===== src/rtl/complex_vector_collector.sv =====
`default_nettype none
// ============================================================================
// Module   : complex_vector_collector
// Function : Packs NI-lane result chunks into an NOE-element vector buffer and
//            serves single-element reads to the next solver stage.
// Revision : 1.0
// ============================================================================
module complex_vector_collector #(
    parameter int NOE           = 19,
    parameter int NI            = 8,
    parameter int element_width = 64
) (
    input  logic                                         clk,
    input  logic                                         reset,
    input  logic                                         start,
    input  logic                                         in_valid,
    input  logic [element_width*NI-1:0]                  in_chunk,
    output logic                                         busy,
    output logic                                         finish,
    output logic [$clog2(((NOE+NI-1)/NI)+1)-1:0]         chunk_count,
    output logic                                         overrun,
    input  logic                                         rd_en,
    input  logic [((NOE > 1) ? $clog2(NOE) : 1)-1:0]     rd_addr,
    output logic [element_width-1:0]                     rd_data,
    output logic                                         rd_valid
);

    localparam int CHUNKS = (NOE + NI - 1) / NI;
    localparam int AW     = (NOE > 1) ? $clog2(NOE) : 1;
    localparam int CW     = $clog2(CHUNKS + 1);

    typedef enum logic [1:0] {
        S_IDLE    = 2'd0,
        S_COLLECT = 2'd1,
        S_DONE    = 2'd2
    } state_t;

    state_t                   r_state_q;
    state_t                   w_state_d;
    logic [CW-1:0]            r_count_q;
    logic [CW-1:0]            w_count_d;
    logic                     r_overrun_q;
    logic                     w_overrun_d;
    logic                     w_accept;
    logic                     w_wr_en;

    logic [element_width-1:0] r_mem_q [NOE];
    logic [element_width-1:0] r_rd_data_q;
    logic                     r_rd_valid_q;

    always_ff @(posedge clk) begin
        if (reset) begin
            r_state_q   <= S_IDLE;
            r_count_q   <= '0;
            r_overrun_q <= 1'b0;
        end else begin
            r_state_q   <= w_state_d;
            r_count_q   <= w_count_d;
            r_overrun_q <= w_overrun_d;
        end
    end

    always_comb begin
        w_state_d   = r_state_q;
        w_count_d   = r_count_q;
        w_overrun_d = r_overrun_q;
        w_accept    = 1'b0;
        case (r_state_q)
            S_COLLECT: begin
                // start is deliberately ignored while a vector is in flight
                if (in_valid) begin
                    w_accept  = 1'b1;
                    w_count_d = r_count_q + 1'b1;
                    if (r_count_q == CW'(CHUNKS - 1)) begin
                        w_state_d = S_DONE;
                    end
                end
            end
            default: begin
                if (start) begin
                    w_state_d   = S_COLLECT;
                    w_count_d   = '0;
                    w_overrun_d = 1'b0;
                end else if (in_valid) begin
                    w_overrun_d = 1'b1;
                end
            end
        endcase
    end

    assign w_wr_en = w_accept & ~reset;

    // Each element belongs to a fixed chunk/lane; padding lanes have no element.
    always_ff @(posedge clk) begin
        if (w_wr_en) begin
            for (int e = 0; e < NOE; e++) begin
                if (r_count_q == CW'(e / NI)) begin
                    r_mem_q[e] <= in_chunk[element_width*(NI-(e%NI))-1 -: element_width];
                end
            end
        end
    end

    always_ff @(posedge clk) begin
        if (reset) begin
            r_rd_data_q  <= '0;
            r_rd_valid_q <= 1'b0;
        end else begin
            r_rd_valid_q <= rd_en;
            if (rd_en) begin
                if ({1'b0, rd_addr} < (AW+1)'(NOE)) begin
                    r_rd_data_q <= r_mem_q[rd_addr];
                end else begin
                    r_rd_data_q <= '0;
                end
            end
        end
    end

    assign busy        = (r_state_q == S_COLLECT);
    assign finish      = (r_state_q == S_DONE);
    assign chunk_count = r_count_q;
    assign overrun     = r_overrun_q;
    assign rd_data     = r_rd_data_q;
    assign rd_valid    = r_rd_valid_q;

endmodule
`default_nettype wire

===== config.mk =====
export PLATFORM = sky130hd
export DESIGN_NAME = complex_vector_collector
export DESIGN_NICKNAME = d
export VERILOG_FILES = /design/src/rtl/complex_vector_collector.sv
export SDC_FILE = /design/constraint.sdc
export NUM_CORES = 1
export LEC_CHECK = 0
export ABC_CLOCK_PERIOD_IN_PS = 93300
export BUFFER_PORTS_ARGS = -buffer_cell sky130_fd_sc_hd__buf_4
export CORE_UTILIZATION = 58
export DETAILED_ROUTE_END_ITERATION = 6
export PLACE_DENSITY = 0.8
export SETUP_SLACK_MARGIN = 0.5
export SLEW_MARGIN = 20
export SYNTH_ARGS = -nofsm -noshare
export SYNTH_HDL_FRONTEND = slang
export SYNTH_SLANG_ARGS = --single-unit

===== constraint.sdc =====
create_clock -name clk -period 93.3 [get_ports clk]
set_input_delay 13.995 -clock clk [delete_from_list [all_inputs] [get_ports clk]]
set_output_delay 13.995 -clock clk [all_outputs]
set_load 0.005 [all_outputs]

==> flow_metrics.py, run 1 <==
metrics = {
    "status": {
        "outcome": "completed",
    },
    "clock_network": {
        "clk_latency_ns": 0.69,
        "post_cts_resized": 0,
        "path_clk_slew_ns": 0.06,
        "hold_buffers": 0,
        "clock-sinks": 1286,
        "h-tree-depth": 3,
        "cts_tree": "done",
        "clockBufferDepth": 3,
        "root_buffer": "clkbuf_16",
        "cts_buffers": 120,
        "cts_setup_buffers": 0,
    },
    "global_route": {
        "first_global_vias": 29090,
        "globalRouteOverflowTotal": 0,
        "antenna_found_initial": 52,
        "grt_pass1_wl_um": 186000,
        "grtUsageTotal_pct": 29.7,
        "grt_max_degree": 183,
    },
    "critical_path": {
        "critPathKind": "in2reg",
        "regToRegStartpoint": "r_state_q[1]",
        "crit_path_start": "rd_addr[2]",
        "end_kind": "register",
        "critPathMostFrequentCell": "buf_4",
        "arrival_ns": 18.00,
        "path_buf_inv": 3,
        "crit_slowest_cell": "nand4bb_4",
        "cp-start-kind": "primary input",
        "worstPathMaxFanout": 96,
        "worstPathRequired_ns": 93.86,
        "slowest_delay_ns": 0.97,
        "crit_chain": "buf_8 > buf_4 > nand4bb_4 > buf_4 > o22ai_1 > nor4_1 > a32o_1",
        "ff2ff_setup_slack_ns": 88.95,
        "critical-path-top-delay-family": "buffers and inverters",
    },
    "synth": {
        "synthCells": 2632,
        "synth-seq-area-share_pct": 77.4,
        "synth_cell_type_count": 38,
        "synth_edf_count": 1216,
        "synth_ff_type": "edfxtp_1",
        "async_reset_ff_share_pct": 0,
        "netlist_area_um2": 49000,
        "synth-seq-cells": 1286,
        "syn-num-nets": 3157,
        "synth.avg_cell_area_um2": 18.6,
        "ys_warn_count": 0,
    },
    "placement": {
        "dp_hpwl_um": 76400,
        "routabilityCongestion": 0.861,
        "io_buffers": 591,
        "pre_cts_ws_ns": 75.14,
    },
    "sta": {
        "worst_pin_slew_ns": 1.21,
        "fin_tns_setup_ns": 0,
        "fin_ws_ns": 75.87,
        "slew_headroom_pct": 19.2,
        "finalHoldViolCount": 0,
        "period_needed_ns": 17.43,
        "period_share_pct": 18.7,
        "maxSlewViolCount": 0,
        "fin_worst_skew_ns": 0.0288,
        "grt_setup_unrepaired": "false",
        "fmax_ghz": 0.0574,
        "setup_viol": 0,
    },
    "floorplan": {
        "die_y_um": 293,
        "core_um2": 83700,
        "ioPinCount": 592,
        "start_util_pct": 58.6,
        "die_w_um": 293,
        "die-area_um2": 85700,
        "placementRows": 106,
    },
    "min_path": {
        "hp-class": "reg2reg",
        "hp-start": "rd_data[13]",
    },
    "finish": {
        "nNetsFinal": 3744,
        "register_area_um2": 37900,
        "area_delta_synth_final_pct": 19.6,
        "drive_gt1_share_pct": 35.2,
        "multi_input_area_um2": 10400,
        "fillers": 5015,
    },
    "detailed_routing": {
        "via_per_inst": 6.27,
        "drt-pass1-iter-count": 6,
        "wl_um": 130000,
        "routed-via-count": 28126,
        "antenna_left": 0,
        "drc_errors": 0,
        "drt-initial-drc-count": 2899,
        "wl_per_cell_um": 28.9,
    },
    "pwr": {
        "pwr_density_cell_nw_per_um2": 20.6,
        "ir_drop_v": 0.0000157,
        "p_leak_nw": 20.1,
    },
    "run": {
        "cap_violations": 0,
    },
}
[routing by layer]
| metal | GRT usage [%] | up-vias | wire, µm |
|---|---|---|---|
| met4 | 15.3 | 34 | 5940 |
| li1 | - | 11940 | - |
| met5 | 0 | - | 230 |
| met3 | 6.58 | 344 | 12600 |
| met1 | 37.9 | 14075 | 47400 |
| met2 | 48.0 | 1733 | 63700 |
[stage by stage]
step                      area [µm²]  util (%)  instances  total power, mW  hold slack, ns
after floorplan                49000         -       2632            0.694           0.446
after detailed placement       54500      65.1       4231            0.722           0.461
final                          58600      70.0       4489             1.20           0.480
after CTS                      58500      69.9       4453             1.21           0.476
after global placement         54500      65.1       4231            0.719           0.455
after global routing           58600      70.0       4488             1.23           0.501
[power breakdown]
| part | internal, mW | total [mW] | leakage [nW] | switching, mW |
|---|---|---|---|---|
| registers | 0.641 | 0.644 | 11.6 | 0.00324 |
| clock network | 0.286 | 0.494 | 1.96 | 0.208 |
| logic | 0.0306 | 0.0665 | 6.54 | 0.0358 |
[cell type report]
class,instances,share of cell area (%)
repair buffers,628,8.17
diodes,36,0.154
clock inverters,57,1.09
flip-flops and latches,1286,64.7
inverters,4,0.0256
multi-input cells,1179,17.7
clock buffers,165,5.77
well taps,1134,2.42
[cell families (layout without fill, tap and decap cells)]
family	count (synthesis)	in the layout	synth area share, %
AND/OR/NAND/NOR	274	274	3.21
other	0	36	0
adder cells (fa/ha/maj)	3	3	0.0766
AO/OA/AOI/OAI	390	390	6.29
flip-flops	1286	1286	77.4
multiplexers	512	512	11.4
buffers and inverters	167	854	1.69
[Yosys cell counts (all sizes together) (63+ instances only)]
cell / count / area (µm²)
edfxtp: 1216 / 36500
buf: 84 / 518
dfxtp: 70 / 1400
mux2: 316 / 3560
nand2: 63 / 236
nor2b: 128 / 801
mux2i: 192 / 1920
clkbuf: 79 / 297
nor4: 63 / 400
o22ai: 126 / 788
a211oi: 129 / 1050
a32o: 63 / 631
a221oi: 63 / 552
[worst register-to-register path, stage by stage, from the launching register on]
cell      delay (ns)
dfxtp_1         0.34
nand3b_1        0.32
nor3b_4         0.69
buf_12          0.61
buf_4           1.10
buf_4           0.87
[registers in the layout, indices dropped and copies added, names as in the netlist]
signal	cells
rd_data	64
overrun	1
chunk_count	2
r_mem_q	1216
r_state_q	2
rd_valid	1
[worst paths after layout]
path,endpoint,depth (start not counted)
worst max register to register,r_mem_q[4][40],5
worst min-delay path,rd_data[13],1
worst max-delay path,rd_data[3],7
worst min register to register,rd_data[13],1
[cell usage in the layout, fill, tap and decap left out, drive strengths merged]
cell type / count
edfxtp: 1216
a22o: 1
or4b: 3
nand4bb: 2
diode: 36
a21oi: 2
dfxtp: 70
a21o: 1
nor3b: 3
a311oi: 1
bufinv: 12
and3: 1
nor2: 7
nand2b: 1
mux2i: 192
buf: 628
a32oi: 1
a221oi: 63
nand4b: 1
nand2: 63
o22ai: 126
inv: 6
a2111oi: 1
clkinvlp: 10
ha: 3
mux4: 4
clkbuf: 165
o21ai: 1
a32o: 63
mux2: 316
nand3: 1
a21boi: 1
nor2b: 128
a211oi: 129
nor4: 63
clkinv: 33
nand3b: 1
(Power assumes the default switching activity.)
==> run 2: changes to the inputs <==
--- a/config.mk
+++ b/config.mk
@@ -5,11 +5,11 @@
 export SDC_FILE = /design/constraint.sdc
 export NUM_CORES = 1
 export LEC_CHECK = 0
-export ABC_CLOCK_PERIOD_IN_PS = 93300
+export ABC_CLOCK_PERIOD_IN_PS = 15200
 export BUFFER_PORTS_ARGS = -buffer_cell sky130_fd_sc_hd__buf_4
-export CORE_UTILIZATION = 58
+export CORE_UTILIZATION = 52
 export DETAILED_ROUTE_END_ITERATION = 6
-export PLACE_DENSITY = 0.8
+export PLACE_DENSITY = 0.75
 export SETUP_SLACK_MARGIN = 0.5
 export SLEW_MARGIN = 20
 export SYNTH_ARGS = -nofsm -noshare
==> constraint.sdc (replaced) <==
create_clock -name clk -period 15.2 [get_ports clk]
set_input_delay 2.28 -clock clk [delete_from_list [all_inputs] [get_ports clk]]
set_output_delay 2.28 -clock clk [all_outputs]
set_load 0.005 [all_outputs]
==> flow_metrics.py, run 2 (synthesis gave the netlist of run 1 again) <==
metrics = {
    "clock_network": {
        "path_clk_slew_ns": 0.06,
        "cts_setup_buffers": 0,
        "clk_latency_ns": 0.74,
        "clockBufferDepth": 3,
        "hold_buffers": 0,
        "post_cts_resized": 0,
        "clock-sinks": 1286,
        "root_buffer": "clkbuf_16",
        "h-tree-depth": 4,
        "cts_tree": "done",
        "cts_buffers": 133,
    },
    "critical_path": {
        "arrival_ns": 6.02,
        "regToRegStartpoint": "r_state_q[0]",
        "r2r_end": "r_mem_q[4][63]",
        "end_kind": "register",
        "critPathKind": "in2reg",
        "reg2reg_depth": 5,
        "worstPathMaxFanout": 80,
        "cp-start-kind": "primary input",
        "ff2ff_setup_slack_ns": 11.27,
        "worstPathRequired_ns": 15.82,
    },
    "sta": {
        "fin_worst_skew_ns": 0.0268,
        "fmax_ghz": 0.185,
        "setup_viol": 0,
        "finalHoldViolCount": 0,
        "period_needed_ns": 5.41,
        "worst_pin_slew_ns": 1.14,
        "period_share_pct": 35.6,
        "fin_tns_setup_ns": 0,
        "maxSlewViolCount": 0,
        "slew_headroom_pct": 24.0,
        "whs_ns": 0.470,
        "grt_setup_unrepaired": "false",
    },
    "run": {
        "cap_violations": 0,
    },
    "finish": {
        "largest_register": "r_mem_q",
        "largest_reg_flops": 1216,
        "area_delta_synth_final_pct": 20.2,
        "register_area_um2": 37900,
        "final_core_util_pct": 63.1,
        "most-common-layout-cells": "edfxtp_1 (1,216), buf_4 (617), mux2_2 (316)",
        "final_common_cell": "edfxtp_1",
        "nNetsFinal": 3755,
        "multi_input_area_um2": 10400,
        "drive_gt1_share_pct": 34.6,
        "fillers": 6465,
    },
    "floorplan": {
        "die_y_um": 309,
        "placementRows": 112,
        "die-area_um2": 95500,
        "ioPinCount": 592,
        "die_w_um": 309,
        "start_util_pct": 52.5,
        "core_um2": 93300,
    },
    "detailed_routing": {
        "wl_per_cell_um": 28.0,
        "drt-pass1-iter-count": 5,
        "wl_um": 129000,
        "antenna_left": 0,
        "via_per_inst": 6.05,
        "drc_errors": 0,
        "routed-via-count": 27929,
        "drt-initial-drc-count": 2636,
    },
    "min_path": {
        "hp-class": "reg2reg",
        "hold_depth": 1,
        "hp-start": "rd_data[37]",
        "hold_end": "rd_data[37]",
    },
    "global_route": {
        "antenna_found_initial": 42,
        "grt_max_degree": 187,
        "globalRouteOverflowTotal": 0,
        "first_global_vias": 28684,
        "grt_pass1_wl_um": 184000,
        "grtUsageTotal_pct": 26.6,
    },
    "status": {
        "outcome": "completed",
    },
    "pwr": {
        "p_leak_nw": 20.1,
        "pwr_density_cell_nw_per_um2": 127,
        "ir_drop_v": 0.0000954,
    },
    "placement": {
        "io_buffers": 591,
        "dp_hpwl_um": 76600,
        "routabilityCongestion": 0.867,
    },
}
==> run 2: cell types whose count changed in the layout (fill, tap and decap cells not counted), moves of 7 or more <==
cell / previous run / this run
bufinv_16: 12 / 4
clkbuf_1: 25 / 49
clkbuf_16: 121 / 137
clkinvlp_4: 10 / 2
clkinv_2: 23 / 13
diode_2: 36 / 27
clkbuf_8: 19 / 12
==> run 2: how the worst max path moves through the flow <==
stage,start,cells after the start,endpoint,slack [ns]
2_1_floorplan,in_valid,2,r_mem_q[10][0],-0.73
4_1_cts,in_valid,6,r_mem_q[1][63],9.83
3_5_place_dp,in_valid,6,r_mem_q[3][43],9.06
3_3_place_gp,in_valid,6,r_mem_q[4][40],9.23
6_report,rd_addr[1],7,rd_data[40],9.79
5_1_grt,rd_addr[1],7,rd_data[24],9.76
==> run 2: cell type report <==
class | instances | share of cell area, %
well taps | 1254 | 2.66
inverters | 4 | 0.0255
diodes | 27 | 0.115
multi-input cells | 1179 | 17.6
clock inverters | 44 | 0.686
flip-flops and latches | 1286 | 64.4
clock buffers | 198 | 6.41
repair buffers | 626 | 8.14
==> run 2: critical path, stage by stage <==
cell,delay [ns]
buf_8,0.47
buf_4,0.86
or4b_4,0.88
buf_4,0.49
a211oi_1,0.39
a221oi_1,0.12
a32o_1,0.32
==> run 2: through the flow <==
step           cell area (µm²)  worst slack, ns  instances  power [mW]
2_1_floorplan            49000           -0.729       2632        4.22
3_3_place_gp             54700             9.23       4349        4.41
3_5_place_dp             54700             9.06       4349        4.43
4_1_cts                  58800             9.83       4591        7.50
5_1_grt                  58900             9.76       4617        7.65
6_report                 58900             9.79       4618        7.46
==> run 2: power breakdown <==
| part | switching [mW] | internal, mW |
|---|---|---|
| combinational | 0.216 | 0.188 |
| sequential | 0.0196 | 3.94 |
| clock | 1.30 | 1.80 |
==> run 2: metal layers <==
| layer | routed length (µm) | GRT usage, % |
|---|---|---|
| met1 | 48200 | 33.3 |
| met2 | 64200 | 43.4 |
| met3 | 11600 | 6.67 |
| met4 | 5340 | 12.9 |
| met5 | 188 | 0 |
